## src/rtl/cpu_fetch_pkg.sv

```systemverilog
// Shared constants for the CPU fetch front end: FSM encodings, instruction
// field positions and RAM control values.
package cpu_fetch_pkg;

  typedef logic [1:0] fetch_state_t;

  localparam fetch_state_t ST_IDLE  = 2'd0;
  localparam fetch_state_t ST_ISSUE = 2'd1;
  localparam fetch_state_t ST_WAIT  = 2'd2;

  localparam int COND_MSB   = 31;
  localparam int COND_LSB   = 28;
  localparam int OPCODE_MSB = 27;
  localparam int OPCODE_LSB = 24;

  localparam logic RW_READ = 1'b1;

  // Wide enough for the largest supported RAM latency (4).
  localparam int LAT_W = 3;

endpackage

```

## src/rtl/fetch_buffer.sv

```systemverilog
// Two-entry FIFO with registered head output; flush empties it and takes
// priority over push and pop in the same cycle.
module fetch_buffer #(
  parameter int WIDTH = 48
) (
  input  logic             clk,
  input  logic             rst_n,
  input  logic             push,
  input  logic [WIDTH-1:0] wdata,
  input  logic             pop,
  input  logic             flush,
  output logic [WIDTH-1:0] rdata,
  output logic [1:0]       count,
  output logic             empty,
  output logic             full
);

  logic [WIDTH-1:0] head_reg;
  logic [WIDTH-1:0] tail_reg;
  logic [1:0]       count_reg;
  logic             do_push;
  logic             do_pop;

  assign empty   = (count_reg == 2'd0);
  assign full    = (count_reg == 2'd2);
  assign count   = count_reg;
  assign rdata   = head_reg;
  assign do_pop  = pop && !empty && !flush;
  assign do_push = push && !flush && (!full || do_pop);

  always_ff @(posedge clk or negedge rst_n) begin
    if (!rst_n) begin
      head_reg  <= '0;
      tail_reg  <= '0;
      count_reg <= 2'd0;
    end else if (flush) begin
      count_reg <= 2'd0;
    end else begin
      case ({do_push, do_pop})
        2'b10: begin
          if (count_reg == 2'd0) head_reg <= wdata;
          else                   tail_reg <= wdata;
          count_reg <= count_reg + 2'd1;
        end
        2'b01: begin
          head_reg  <= tail_reg;
          count_reg <= count_reg - 2'd1;
        end
        2'b11: begin
          // Occupancy is unchanged; only the contents shift.
          if (count_reg == 2'd1) begin
            head_reg <= wdata;
          end else begin
            head_reg <= tail_reg;
            tail_reg <= wdata;
          end
        end
        default: ;
      endcase
    end
  end

endmodule

```

## src/rtl/instr_fetch_unit.sv

```systemverilog
// Fetch stage: PC, single-outstanding instruction RAM request FSM, and a
// 2-entry decoder-facing buffer with redirect flush and end-address halt.
module instr_fetch_unit
  import cpu_fetch_pkg::*;
#(
  parameter int                ADDR_W   = 16,
  parameter int                DATA_W   = 32,
  parameter int                RAM_LAT  = 1,
  parameter logic [ADDR_W-1:0] RESET_PC = '0,
  parameter logic [ADDR_W-1:0] END_ADDR = 16'hFFFF
) (
  input  logic              Clk,
  input  logic              Reset,
  output logic              ram_enable,
  output logic              ram_rw,
  output logic [ADDR_W-1:0] ram_addr,
  input  logic [DATA_W-1:0] ram_rdata,
  output logic [DATA_W-1:0] instr,
  output logic [ADDR_W-1:0] instr_pc,
  output logic              instr_valid,
  input  logic              instr_ready,
  input  logic              redirect,
  input  logic [ADDR_W-1:0] redirect_pc,
  output logic [ADDR_W-1:0] pc,
  output logic              halted
);

  localparam logic [LAT_W-1:0] LAT_INIT = LAT_W'(RAM_LAT);

  fetch_state_t             state_reg;
  logic [ADDR_W-1:0]        pc_reg;
  logic [ADDR_W-1:0]        req_addr_reg;
  logic [LAT_W-1:0]         lat_reg;
  logic                     discard_reg;

  logic                     issue_go;
  logic                     wait_done;
  logic                     buf_push;
  logic [DATA_W+ADDR_W-1:0] buf_rdata;
  logic [1:0]               buf_count;
  logic                     buf_empty;
  logic                     buf_full;

  // A redirect in ISSUE suppresses the request so the old pc is never read.
  assign issue_go  = (state_reg == ST_ISSUE) && !redirect && !buf_full &&
                     (pc_reg != END_ADDR);
  assign wait_done = (state_reg == ST_WAIT) && (lat_reg == LAT_W'(1));
  assign buf_push  = wait_done && !discard_reg && !redirect;

  assign ram_enable = issue_go || (state_reg == ST_WAIT);
  assign ram_rw     = RW_READ;
  assign ram_addr   = issue_go ? pc_reg :
                      (state_reg == ST_WAIT) ? req_addr_reg : '0;

  assign pc          = pc_reg;
  assign instr       = buf_rdata[ADDR_W +: DATA_W];
  assign instr_pc    = buf_rdata[ADDR_W-1:0];
  assign instr_valid = !buf_empty;
  assign halted      = (state_reg == ST_ISSUE) && (pc_reg == END_ADDR) &&
                       (buf_count == 2'd0);

  always_ff @(posedge Clk or negedge Reset) begin
    if (!Reset) begin
      state_reg    <= ST_IDLE;
      pc_reg       <= RESET_PC;
      req_addr_reg <= '0;
      lat_reg      <= '0;
      discard_reg  <= 1'b0;
    end else begin
      case (state_reg)
        ST_IDLE: begin
          state_reg <= ST_ISSUE;
          if (redirect) pc_reg <= redirect_pc;
        end
        ST_ISSUE: begin
          if (redirect) begin
            pc_reg <= redirect_pc;
          end else if (issue_go) begin
            req_addr_reg <= pc_reg;
            pc_reg       <= pc_reg + 1'b1;
            lat_reg      <= LAT_INIT;
            state_reg    <= ST_WAIT;
          end
        end
        ST_WAIT: begin
          lat_reg <= lat_reg - LAT_W'(1);
          if (redirect) pc_reg <= redirect_pc;
          // A redirect on the completing cycle drops the word via buf_push.
          if (wait_done) begin
            discard_reg <= 1'b0;
            state_reg   <= ST_ISSUE;
          end else if (redirect) begin
            discard_reg <= 1'b1;
          end
        end
        default: state_reg <= ST_IDLE;
      endcase
    end
  end

  fetch_buffer #(
    .WIDTH(DATA_W + ADDR_W)
  ) u_buf (
    .clk  (Clk),
    .rst_n(Reset),
    .push (buf_push),
    .wdata({ram_rdata, req_addr_reg}),
    .pop  (instr_ready),
    .flush(redirect),
    .rdata(buf_rdata),
    .count(buf_count),
    .empty(buf_empty),
    .full (buf_full)
  );

endmodule

```

## config.mk

```make
export PLATFORM = sky130hd
export DESIGN_NAME = instr_fetch_unit
export DESIGN_NICKNAME = d
export VERILOG_FILES = /design/src/rtl/cpu_fetch_pkg.sv /design/src/rtl/fetch_buffer.sv /design/src/rtl/instr_fetch_unit.sv
export SDC_FILE = /design/constraint.sdc
export NUM_CORES = 1
export LEC_CHECK = 0
export ABC_CLOCK_PERIOD_IN_PS = 2400
export CORE_UTILIZATION = 35
export CTS_CLUSTER_DIAMETER = 50
export DETAILED_ROUTE_END_ITERATION = 8
export PLACE_DENSITY = 0.58
export SYNTH_ARGS = -nofsm -noshare
export SYNTH_HDL_FRONTEND = slang
export SYNTH_SLANG_ARGS = --single-unit
```

## constraint.sdc

```tcl
create_clock -name Clk -period 2.4 [get_ports Clk]
set_clock_uncertainty 0.1 [all_clocks]
set_input_delay 0.6 -clock Clk [delete_from_list [all_inputs] [get_ports Clk]]
set_output_delay 0.6 -clock Clk [all_outputs]
set_load 0.05 [all_outputs]
```

Yosys cells after proc, flatten, opt, wreduce, memory -nomap -nowiden
Cells that the tools add are included.
{ "totals": {"inputBits": 52, "register_bits": 136} }
{ "classes": {"n_bitwise": 1, "mux": 23, "add_sub_neg": 4, "n_reduce_logical": 34, "n_eq_ne": 18} }
{ "ops": {"columns": ["operator", "n"], "rows": [
  ["48-bit two-way mux", 4],
  ["48-bit one-hot mux with 3 select lines", 1],
  ["48-bit one-hot mux with 2 select lines", 1],
  ["16-bit two-way mux", 5],
  ["16-bit one-hot mux with 2 select lines", 1],
  ["16-bit by 1-bit adder with 16-bit output, second input constant", 1],
  ["16-bit equality test, second input constant", 1],
  ["16-bit inequality test, second input constant", 1],
  ["3-bit AND reduction", 5],
  ["1-bit logical AND", 12],
  ["2-bit inequality test, second input constant", 5],
  ["2-bit equality test, second input constant", 4],
  ["2-bit two-way mux", 4],
  ["2-bit nonzero test", 4],
  ["2-bit by 1-bit equality test with 1-bit output, second input constant", 3],
  ["3-bit two-way mux", 2],
  ["2-bit one-hot mux with 3 select lines", 1],
  ["3-bit one-hot mux with 2 select lines", 1],
  ["3-bit nonzero test", 2],
  ["1-bit zero test", 4],
  ["2-bit zero test", 2],
  ["2-bit by 1-bit inequality test with 1-bit output, second input constant", 2],
  ["2-bit one-hot mux with 2 select lines", 1],
  ["4-bit AND reduction", 1],
  ["other kinds (10)", 12]
]} }

Longest topological paths before layout
{ "depth": {"word_depth": 9, "ltp_mapped": 10} }

By module
A second synthesis with hierarchy kept.
{ "unflattened": {"cells_unflattened": 627, "hier_area_um2": 6727.7} }
{ "modules_own_cells": {"columns": ["mod", "area_each_um2", "seq_area_each_um2", "cells_each", "n_inst"], "rows": [
  ["fetch_buffer", 4555.6, 2452.4, 402, 1],
  ["instr_fetch_unit", 2172.1, 950.9, 225, 1]
]} }

Worst setup path after synthesis
OpenSTA, ideal clock, no wires.
{ "synth_timing": {"kind": "register -> output", "from": "register pc_reg[9], in the netlist pc[9]", "to": "output halted", "path_buffers": 0, "arrival_ns": 2.507, "path_slack_ns": -0.807, "stages_incl_launch_ff": 4, "path_cell_list": "dfrtp_1 -> nand3_1 -> nor4_1 -> nor3b_1"} }
{ "synth_between": {"elab_chain_len": 3} }
{ "synth_lines": {"columns": ["element", "line", "source"], "rows": [
  ["start: declaration", "instr_fetch_unit.sv:31", "logic [ADDR_W-1:0] pc_reg;"],
  ["start signal: assignment", "instr_fetch_unit.sv:73", "if (redirect) pc_reg <= redirect_pc;"],
  ["start signal: assignment", "instr_fetch_unit.sv:77", "pc_reg <= redirect_pc;"],
  ["start signal: assignment", "instr_fetch_unit.sv:80", "pc_reg <= pc_reg + 1'b1;"],
  ["16-bit equality test", "instr_fetch_unit.sv:59", "assign halted = (state_reg == ST_ISSUE) && (pc_reg == END_ADDR) &&"],
  ["1-bit logical AND (2 in a row)", "instr_fetch_unit.sv:59", null],
  ["end: declaration", "instr_fetch_unit.sv:25", "output logic halted"]
]} }
No other way between the ends.

Worst setup path after layout
{ "layout_timing": {"from": "register pc_reg[0], in the netlist pc[0]", "to": "output ram_addr[13]"} }
{ "layout_between": {"elab_chain_len": 3} }
{ "layout_lines": {"columns": ["element", "line", "source"], "rows": [
  ["16-bit inequality test", "instr_fetch_unit.sv:46", "(pc_reg != END_ADDR);"],
  ["1-bit logical AND", "instr_fetch_unit.sv:45", "assign issue_go = (state_reg == ST_ISSUE) && !redirect && !buf_full &&"],
  ["16-bit two-way mux", "instr_fetch_unit.sv:52", "assign ram_addr = issue_go ? pc_reg :"],
  ["end: declaration", "instr_fetch_unit.sv:16", "output logic [ADDR_W-1:0] ram_addr,"]
]} }
No other way between the ends.

==> impl_metrics.toml <==
[clock_network]
clkSinkCount = 136
cts_tree = "built"
h-tree-depth = 4
hold_buffers = 0
root_buffer = "clkbuf_16"
clk_latency_ps = 410
clk_pin_slew_ps = 60
numCtsBuffers = 17
cts_buffer_depth = 2

[die]
die-area_um2 = 18500
die_h_um = 136
io_pins = 136
rows = 48
start_util_pct = 36.2
core_region_area_um2 = 17400
die_width_um = 136

[sta]
report.final.slew_viol_count = 0
worst_pin_slew_ps = 529
fmax_ghz = 0.348
grt_setup_unrepaired = "yes"
finalCritPeriodShare_pct = 120
setup_violations = 31
slew_headroom_pct = 64.7
hold_viol_final = 0
fin_ws_ps = -477
fin_crit_ps = 2880
whs_ps = 39.0

[synth]
synth_edf_count = 0
async_reset_ff_share_pct = 100
yosysWarnings = 0
syn_avg_cell_area_um2 = 11.4
seq_area_frac_synth_pct = 54.0
synth.largest_area_cell = "dfrtp_1"
yosysTopAreaCellShare_pct = 54.0
syn-num-nets = 611
synth_flop_cell = "dfrtp_1"
ys_ff_latch = 136
synth_area_leaders = "dfrtp_1, mux2_2, mux2i_1, nand2_1, o21ai_0"
syn_area_um2 = 6300
netlist_instances = 553
synth.distinct_cells = 46

[setup_path]
cp-end-kind = "output pin"
cp-start-kind = "flop"
crit_type = "flop to output pin"
reg2reg_depth = 9
crit_path_max_fanout = 12
required_ps = 1700
crit_arrival_ps = 2180

[route]
avgRoutedWirePerCell_um = 16.4
drc_errors = 0
num_vias = 4774
vias_per_cell = 5.03
drtIter0Drc = 183
drtAntennaViolNets = 0
drt_wl_total_mm = 15.6
drtPass1Iterations = 4

[finish]
area_growth_pct = 46.4
nNetsFinal = 771
most-common-layout-cells = "dfrtp_1, clkdlybuf4s50_1, nand2_1, mux2_2, mux2i_1"
drive_gt1_share_pct = 29.1
diodes = 0
stdcell_count = 950
mostFrequentLayoutCell = "dfrtp_1"

[job]
maxCapViolCount = 0

[pwr]
power_density_nw_per_um2 = 1530
ir_worst_vdd_v = 0.00107
leakagePower_nw = 4.47

[grt]
grt.total_usage_pct = 17.7
grt_overflow = 0
grt_start_max_net_pins = 53
grt_pass1_wl_mm = 25.3
antenna_found_initial = 0
grt_pass1_vias = 4855

[place]
port_buffers = 134
place.gp.congestion = 0.851
hpwl_mm = 11.2
placedCellCount = 915

[status]
run_status = "complete, but fails checks"
violations = "setup timing"

[worst_hold_path]
hp-class = "primary input to async pin"
cell type report:
type / count / area (um2)
multi-input cells: 372 / 2890
fillers: 1495 / 8200
clock buffers: 19 / 443
flip-flops and latches: 136 / 3420
repair buffers: 179 / 2010
clock inverters: 12 / 153
well taps: 225 / 282
inverters: 7 / 26.3
report_power, final:
group | switching (mW) | internal (mW)
sequential | 0.687 | 3.25
combinational | 4.41 | 3.10
clock | 0.957 | 1.65
total | 6.05 | 8.01
repair_timing:
action | 4_1_cts | 5_1_grt
gates resized for setup | 16 | 7
setup buffers | 0 | 4
cloned | 0 | 1
endpoints found under the setup margin | 33 | 18
pin swaps | 1 | 0
kinds of logic after synthesis:
group | Yosys count | share of synthesized area [%]
flip-flops | 136 | 54.0
AO/OA/AOI/OAI | 127 | 12.1
AND/OR/NAND/NOR | 121 | 9.08
multiplexers | 116 | 19.7
buffers and inverters | 45 | 3.67
adder cells (fa/ha/maj) | 6 | 1.19
other | 1 | 0.0595
XOR/XNOR | 1 | 0.139
per-layer routing:
metal / up-vias / track usage (%) / share of wire, %
li1: 2305 / - / -
met1: 2290 / 25.3 / 50
met2: 166 / 26.1 / 43
met3: 13 / 4.66 / 5.7
met4: 0 / 5.49 / 0.86
met5: - / 0 / 0
through the flow:
stage	cell area (um2)	util, %	TNS (ps)	setup slack (ps)	power (mW)
2_1_floorplan	6510	-	-2850	-174	8.58
3_3_place_gp	8560	49.1	-8000	-257	11.3
3_5_place_dp	8560	49.1	-9690	-263	11.5
4_1_cts	9140	52.5	-9290	-536	14.1
5_1_grt	9220	52.9	-10490	-540	14.8
6_report	9220	52.9	-8440	-477	14.1
worst paths after layout:
| kind | slack [ps] | endpoint | start |
|---|---|---|---|
| min in group Clk | 380 | u_buf.rdata[47]$_DFFE_PN0P_ | u_buf.rdata[47]$_DFFE_PN0P_ |
| worst min register to register | 380 | u_buf.rdata[47]$_DFFE_PN0P_ | u_buf.rdata[47]$_DFFE_PN0P_ |
| worst max register to register | -20 | req_addr_reg[13]$_DFFE_PN0P_ | pc[0]$_DFFE_PN0P_ |
| max in group asynchronous | 1510 | pc[15]$_DFFE_PN0P_ | Reset |
| worst max-delay path | -480 | ram_addr[13] | pc[0]$_DFFE_PN0P_ |
| worst min-delay path | 40 | u_buf.rdata[40]$_DFFE_PN0P_ | Reset |
worst max-delay path: stages, from the launching register on:
cell	delay, ps
dfrtp_4	420
ha_4	130
nand4_1	120
nor4_4	410
nor4_4	100
buf_12	170
a22o_4	260
buf_12	140
cell usage after synthesis (2+ instances only):
master     instances
mux2_2            64
inv_1              7
o31ai_1            2
a21oi_1           27
o21ai_1           20
o22ai_1            7
buf_4              2
o21ai_0           39
and3_1             3
nor2_1            12
nand4_1            3
a2bb2oi_1          2
nor3b_1            2
nor2b_1            4
a31oi_1            2
mux2i_1           52
dfrtp_1          136
buf_2             14
a22o_1            16
buf_6              5
a21o_1             3
nor4_1             2
clkbuf_1          16
nand2_1           72
nand3_1            8
and2_1             2
o32ai_1            2
ha_1               6
nand2b_1           6
No activity file was read; power rests on OpenSTA's default activity.
